`config.mk`:
```
export PLATFORM = sky130hd
export DESIGN_NAME = abs_pos_calculator
export DESIGN_NICKNAME = d
export VERILOG_FILES = /design/src/rtl/abs_pos_pkg.sv /design/src/rtl/abs_pos_divider.sv /design/src/rtl/abs_pos_calculator.sv
export SDC_FILE = /design/constraint.sdc
export NUM_CORES = 2
export LEC_CHECK = 0
export CELL_PAD_IN_SITES_DETAIL_PLACEMENT = 0
export CELL_PAD_IN_SITES_GLOBAL_PLACEMENT = 1
export CORE_UTILIZATION = 40
export DETAILED_ROUTE_END_ITERATION = 8
export HOLD_SLACK_MARGIN = 0.05
export PLACE_DENSITY = 0.71
export SYNTH_ARGS = -nofsm -noshare
export SYNTH_HDL_FRONTEND = slang
export SYNTH_HIERARCHICAL = 1
export SYNTH_SLANG_ARGS = --single-unit
```
`constraint.sdc`:
```
create_clock -name clk -period 12.2 [get_ports clk]
set_input_delay 2.44 -clock clk [delete_from_list [all_inputs] [get_ports clk]]
set_output_delay 2.44 -clock clk [all_outputs]
set_load 0.005 [all_outputs]
```
`src/rtl/abs_pos_pkg.sv`:
```
// Shared definitions for the absolute-position calculator.
// Contents: controller state encoding, the nanometre scale factor, the
// divider iteration count and small arithmetic helpers used by the
// controller and the iterative divider.
package abs_pos_pkg;

  // Controller states; the only legal path is IDLE->MULT->DIV->ADD->DONE->IDLE.
  typedef enum logic [2:0] {
    ST_IDLE = 3'd0,
    ST_MULT = 3'd1,
    ST_DIV  = 3'd2,
    ST_ADD  = 3'd3,
    ST_DONE = 3'd4
  } state_e;

  // Encoder counts are scaled to nanometres (1 m = 1e9 nm).
  localparam logic [63:0] SCALE = 64'd1_000_000_000;

  // One quotient bit per cycle for a 64-bit dividend.
  localparam int unsigned DIV_ITER = 64;
  localparam int unsigned CNT_W    = 7;

  // Partial remainder and shifting dividend/quotient of the restoring divider.
  typedef struct packed {
    logic [31:0] rem;
    logic [63:0] quo;
  } div_step_t;

  // One restoring-division step. The shifted remainder needs 33 bits, but the
  // kept remainder is always below the 32-bit divisor so 32 bits suffice.
  function automatic div_step_t div_step(input logic [31:0] rem,
                                         input logic [63:0] quo,
                                         input logic [31:0] divisor);
    logic [32:0] shifted;
    logic [32:0] trial;
    div_step_t   res;
    shifted = {rem, quo[63]};
    trial   = shifted - {1'b0, divisor};
    res.quo = {quo[62:0], 1'b0};
    if (shifted >= {1'b0, divisor}) begin
      res.rem    = trial[31:0];
      res.quo[0] = 1'b1;
    end else begin
      res.rem    = shifted[31:0];
    end
    return res;
  endfunction

  // Magnitude of a signed 32-bit value as unsigned; -2^31 maps to 2^31.
  function automatic logic [31:0] abs32(input logic [31:0] val);
    logic [31:0] res;
    if (val[31]) begin
      res = ~val + 32'd1;
    end else begin
      res = val;
    end
    return res;
  endfunction

  // Two's-complement negation of a 64-bit value when neg is set.
  function automatic logic [63:0] apply_sign64(input logic [63:0] mag, input logic neg);
    logic [63:0] res;
    if (neg) begin
      res = ~mag + 64'd1;
    end else begin
      res = mag;
    end
    return res;
  endfunction

endpackage

```
`src/rtl/abs_pos_divider.sv`:
```
// Iterative unsigned restoring divider: 64-bit dividend / 32-bit divisor.
// Ports:
//   clk_i       clock, rising edge
//   rst_ni      synchronous active-low reset
//   load_i      start a division (accepted only while not busy); the first
//               quotient bit is produced on the load edge itself
//   dividend_i  64-bit unsigned dividend, sampled with load_i
//   divisor_i   32-bit unsigned divisor, sampled with load_i
//   busy_o      high while iterations 2..DIV_ITER are in progress
//   done_o      high during the cycle in which the final iteration is
//               applied; quotient_o is final from the following cycle
//   quotient_o  64-bit quotient (all ones for a zero divisor)
module abs_pos_divider
  import abs_pos_pkg::*;
(
  input  logic        clk_i,
  input  logic        rst_ni,
  input  logic        load_i,
  input  logic [63:0] dividend_i,
  input  logic [31:0] divisor_i,
  output logic        busy_o,
  output logic        done_o,
  output logic [63:0] quotient_o
);

  localparam logic [CNT_W-1:0] CNT_PRE_LAST = CNT_W'(DIV_ITER - 2);
  localparam logic [CNT_W-1:0] CNT_LAST     = CNT_W'(DIV_ITER - 1);

  logic [31:0]      rem_q, rem_d;
  logic [63:0]      quo_q, quo_d;
  logic [31:0]      divisor_q, divisor_d;
  logic [CNT_W-1:0] cnt_q, cnt_d;
  logic             busy_q, busy_d;
  logic             done_q, done_d;
  logic             load_s;
  div_step_t        step_s;

  assign load_s = load_i & ~busy_q;

  // On load the step works directly on the fresh operands so no cycle is lost.
  assign step_s = load_s ? div_step(32'd0, dividend_i, divisor_i)
                         : div_step(rem_q, quo_q, divisor_q);

  // Next-state logic: load, iterate, or hold.
  always_comb begin
    rem_d     = rem_q;
    quo_d     = quo_q;
    divisor_d = divisor_q;
    cnt_d     = cnt_q;
    busy_d    = busy_q;
    done_d    = 1'b0;
    if (load_s) begin
      rem_d     = step_s.rem;
      quo_d     = step_s.quo;
      divisor_d = divisor_i;
      cnt_d     = CNT_W'(1);
      busy_d    = 1'b1;
    end else if (busy_q) begin
      rem_d  = step_s.rem;
      quo_d  = step_s.quo;
      cnt_d  = cnt_q + CNT_W'(1);
      // Flag raised one edge early so the controller can leave DIV exactly
      // when the last quotient bit lands.
      done_d = (cnt_q == CNT_PRE_LAST);
      busy_d = (cnt_q != CNT_LAST);
    end else begin
      done_d = 1'b0;
    end
  end

  // Divider state registers with synchronous reset.
  always_ff @(posedge clk_i) begin
    if (!rst_ni) begin
      rem_q     <= 32'd0;
      quo_q     <= 64'd0;
      divisor_q <= 32'd0;
      cnt_q     <= '0;
      busy_q    <= 1'b0;
      done_q    <= 1'b0;
    end else begin
      rem_q     <= rem_d;
      quo_q     <= quo_d;
      divisor_q <= divisor_d;
      cnt_q     <= cnt_d;
      busy_q    <= busy_d;
      done_q    <= done_d;
    end
  end

  assign busy_o     = busy_q;
  assign done_o     = done_q;
  assign quotient_o = quo_q;

endmodule

```
`src/rtl/abs_pos_calculator.sv`:
```
// Absolute position calculator: abs_pos = set_position + trunc0(hw * 1e9 / cpm)
// with a fixed 66-cycle latency from the start-sampling edge to done.
// Ports:
//   clk                 clock, rising edge
//   rst                 synchronous active-low reset
//   start               request, sampled only while ready=1
//   hw_counter          signed 32-bit encoder count
//   set_position_part1  low word of signed 64-bit set position
//   set_position_part2  high word of signed 64-bit set position
//   counts_per_m        unsigned encoder counts per metre
//   ready               high only in IDLE
//   done                one-cycle completion pulse
//   abs_pos             signed 64-bit position in nanometres
//   div_by_zero         set when the last request had counts_per_m=0
module abs_pos_calculator
  import abs_pos_pkg::*;
(
  input  logic        clk,
  input  logic        rst,
  input  logic        start,
  input  logic [31:0] hw_counter,
  input  logic [31:0] set_position_part1,
  input  logic [31:0] set_position_part2,
  input  logic [31:0] counts_per_m,
  output logic        ready,
  output logic        done,
  output logic [63:0] abs_pos,
  output logic        div_by_zero
);

  state_e      state_q, state_d;
  logic [31:0] hw_q, hw_d;
  logic [31:0] cpm_q, cpm_d;
  logic [63:0] set_q, set_d;
  logic [63:0] product_q, product_d;
  logic [63:0] abs_pos_q, abs_pos_d;
  logic        dbz_q, dbz_d;
  logic        ready_q, ready_d;
  logic        done_q, done_d;

  logic        div_load_s;
  logic        div_busy_s;
  logic        div_done_s;
  logic [63:0] div_quo_s;
  logic [63:0] product_s;
  logic [63:0] quo_signed_s;
  logic [63:0] sum_s;

  // |hw| <= 2^31, so |hw| * 1e9 < 2^61 and the unsigned product cannot overflow.
  assign product_s = {32'd0, abs32(hw_q)} * SCALE;

  // Truncation toward zero: divide magnitudes, then restore the sign.
  assign quo_signed_s = (cpm_q == 32'd0) ? 64'd0 : apply_sign64(div_quo_s, hw_q[31]);

  // Plain modulo-2^64 addition.
  assign sum_s = set_q + quo_signed_s;

  abs_pos_divider u_divider (
    .clk_i      (clk),
    .rst_ni     (rst),
    .load_i     (div_load_s),
    .dividend_i (product_q),
    .divisor_i  (cpm_q),
    .busy_o     (div_busy_s),
    .done_o     (div_done_s),
    .quotient_o (div_quo_s)
  );

  // Next-state and datapath update for the controller FSM.
  always_comb begin
    state_d    = state_q;
    hw_d       = hw_q;
    cpm_d      = cpm_q;
    set_d      = set_q;
    product_d  = product_q;
    abs_pos_d  = abs_pos_q;
    dbz_d      = dbz_q;
    div_load_s = 1'b0;
    case (state_q)
      ST_IDLE: begin
        if (start) begin
          hw_d    = hw_counter;
          cpm_d   = counts_per_m;
          set_d   = {set_position_part2, set_position_part1};
          state_d = ST_MULT;
        end else begin
          state_d = ST_IDLE;
        end
      end
      ST_MULT: begin
        product_d = product_s;
        state_d   = ST_DIV;
      end
      ST_DIV: begin
        // Kick the divider once, in the first DIV cycle.
        div_load_s = ~div_busy_s & ~div_done_s;
        if (div_done_s) begin
          state_d = ST_ADD;
        end else begin
          state_d = ST_DIV;
        end
      end
      ST_ADD: begin
        abs_pos_d = sum_s;
        dbz_d     = (cpm_q == 32'd0);
        state_d   = ST_DONE;
      end
      ST_DONE: begin
        state_d = ST_IDLE;
      end
      default: begin
        state_d = ST_IDLE;
      end
    endcase
    ready_d = (state_d == ST_IDLE);
    done_d  = (state_d == ST_DONE);
  end

  // Controller registers with synchronous reset; reset aborts any request.
  always_ff @(posedge clk) begin
    if (!rst) begin
      state_q   <= ST_IDLE;
      hw_q      <= 32'd0;
      cpm_q     <= 32'd0;
      set_q     <= 64'd0;
      product_q <= 64'd0;
      abs_pos_q <= 64'd0;
      dbz_q     <= 1'b0;
      ready_q   <= 1'b1;
      done_q    <= 1'b0;
    end else begin
      state_q   <= state_d;
      hw_q      <= hw_d;
      cpm_q     <= cpm_d;
      set_q     <= set_d;
      product_q <= product_d;
      abs_pos_q <= abs_pos_d;
      dbz_q     <= dbz_d;
      ready_q   <= ready_d;
      done_q    <= done_d;
    end
  end

  assign ready       = ready_q;
  assign done        = done_q;
  assign abs_pos     = abs_pos_q;
  assign div_by_zero = dbz_q;

endmodule

```
==> reports/results.tsv <==
stage	metric	value	unit
final_layout	finalNetCount	5308	
cts	clk_latency	0.64	ns
critical_path	crit_path_end_kind	register	
die	fp.dieW	304	um
min_path	min_path_cells	1	
die	start_util	40.4	%
critical_path	path_max_fanout	7	
min_path	hold_class	register to register	
timing	holdWs	0.432	ns
cts	htreeDepth	2	
cts	clkTransAtPathRegs	0.06	ns
final_layout	syn2layout_area_growth	12.7	%
final_layout	final_common_cell	nand2_1	
timing	worst_slew_pin_slew	1.11	ns
global_route	grt_max_degree	113	
run_status	outcome	complete, no violations	
cts	cts_tree	yes	
cts	cts_buffer_depth	3	
critical_path	crit_type	register to register	
logic_synthesis	yosysTopAreaCell	dfxtp_1	
timing	finClkSkew	0.0402	ns
timing	drv_slew	0	
cts	cts_hold_buf	0	
placed_design	hpwl	86000	um
routing	drt_wl_total	107000	um
logic_synthesis	synth.distinct_cells	94	
final_layout	final_cell_mix	693 x nand2_1, 562 x inv_1, 386 x dfxtp_1, 357 x ha_1, 304 x fa_1	
global_route	grt_overflow	0	
routing	dr.pass1.iters	7	
cts	post_cts_buffers	0	
routing	drt_iter0_markers	1808	
placed_design	place_congestion	0.925	
global_route	antenna_found_initial	1	
placed_design	io_buffers	197	
die	ios	198	
final_layout	diodes	0	
critical_path	r2r_cells	29	
flow_run	drv_cap	0	
global_route	first_global_vias	29687	
timing	rsz0062_at_grt	false	
die	fp-row-count	110	
logic_synthesis	netlist.area_leader.share	21.3	%
critical_path	crit_top_cell	fa_1	
logic_synthesis	yosys_most_used_dff	dfxtp_1	
final_layout	multiInputGateArea	25800	um2
cts	numCtsBuffers	47	
die	fp.coreArea	90100	um2
logic_synthesis	syn_area	36400	um2
routing	drc	0	
final_layout	final_util	45.5	%
routing	routedWlPerCell	18.8	um
logic_synthesis	yosysSeqAreaShare	21.3	%
logic_synthesis	synth_area_leaders	dfxtp_1 21%, fa_1 17%, ha_1 12%	
global_route	grt.total_usage	23.1	%
critical_path	critPathRequiredTime	12.70	ns
cts	ctsRootBufferMaster	clkbuf_16	
timing	fin_crit_sh	75.5	%
final_layout	seqCellArea	7770	um2
critical_path	crit_path_start_kind	register	
placed_design	placed_area	39400	um2
logic_synthesis	postSynthCellCount	4431	
timing	fin_crit	9.21	ns
logic_synthesis	syn_avg_cell_area	8.22	um2
routing	via_count	29876	
cts	cts_resized	0	
timing	slew_headroom	26.1	%
global_route	grt_pass1_wl	170000	um
critical_path	cpPeakStageDelay	0.62	ns
final_layout	drive_gt1_share	3.78	%
logic_synthesis	synth-seq-cells	388	
routing	ant_nets	0	
logic_synthesis	synth_edf_count	0	
timing	finalSetupViolations	0	
logic_synthesis	synthArstFlopShare	0	%
critical_path	worst_ep_arrival_time	9.71	ns
critical_path	slowest_stage	or4_1	
die	die-height	304	um
cts	cts.sinks	388	
final_layout	nFillCells	9072	
logic_synthesis	synth_warnings	6	
routing	post_drt_via_cell_ratio	5.21	
timing	tns	0	ns
final_layout	design_area	41100	um2
die	dieArea	92300	um2
timing	hold_viol	0	
timing	max_freq	109	MHz
per-layer routing:
layer / vias to the layer above / global-route usage (%) / share of wire [%]
li1: 14889 / - / -
met1: 14247 / 32.9 / 49
met2: 646 / 37.0 / 45
met3: 94 / 3.47 / 5.0
met4: 0 / 4.95 / 1.7
met5: - / 0 / 0
registers in the layout (all words and copies together), names as in the netlist:
register	flops
u_divider/cnt_q	7
hw_q	32
ready	1
u_divider/busy_o	1
u_divider/rem_q	32
div_by_zero	1
done	1
u_divider/quotient_o	64
state_q	3
set_q	64
abs_pos	64
product_q	53
cpm_q	32
u_divider/done_o	1
u_divider/divisor_q	32
synth_stat cells (all sizes together) (75+ instances only):
master,count
xor2,124
nand2,693
nor2,186
xnor2,113
o21ai,278
fa,304
clkbuf,178
mux2i,75
a21oi,244
a21o,86
ha,357
and2,112
a21boi,126
dfxtp,388
inv,563
stage by stage:
step,instances,worst slack [ns]
final,5730,2.99
after detailed placement,5643,2.96
after global routing,5730,2.41
after CTS,5730,2.94
after global placement,5643,3.08
after floorplan,4442,3.70
area by class of cell:
class / count / area share [%]
clock buffers: 71 / 3.48
clock inverters: 16 / 0.576
inverters: 564 / 5.16
multi-input cells: 3283 / 62.8
flip-flops and latches: 388 / 18.9
well taps: 1176 / 3.58
repair buffers: 232 / 5.45
final timing paths:
check                           slack [ns]               start          endpoint
worst max-delay path                  2.99            hw_q[14]     product_q[55]
worst min-delay path                  0.43  u_divider/cnt_q[6]  u_divider/done_o
worst max register to register        2.99            hw_q[14]     product_q[55]
worst min register to register        0.43  u_divider/cnt_q[6]  u_divider/done_o
kinds of logic (layout without fill, tap and decap cells):
kind of cell / Yosys count / count (layout) / synth area share [%]
other cells: 1 / 12 / 0.0103
flops: 388 / 388 / 21.3
mux: 76 / 76 / 2.09
simple gates: 1314 / 1314 / 16.7
compound gates: 983 / 983 / 17.1
buf+inv: 771 / 883 / 8.08
fa+ha+maj: 661 / 661 / 29.0
xor+xnor: 237 / 237 / 5.70
critical path: cells and delay by family (launching register included):
family / cells / cell delay (ns)
adders and majority gates: 8 / 3.79
and+or+nand+nor: 9 / 2.63
AOI/OAI and AO/OA: 5 / 1.49
xor gates and xnor gates: 1 / 0.39
DFF: 1 / 0.35
buffers and inverters: 5 / 0.29
muxes: 1 / 0.14
Power is left out: the tool's default activity adds up to more than one toggle a clock period on the data nets, which glitch-free logic cannot reach.
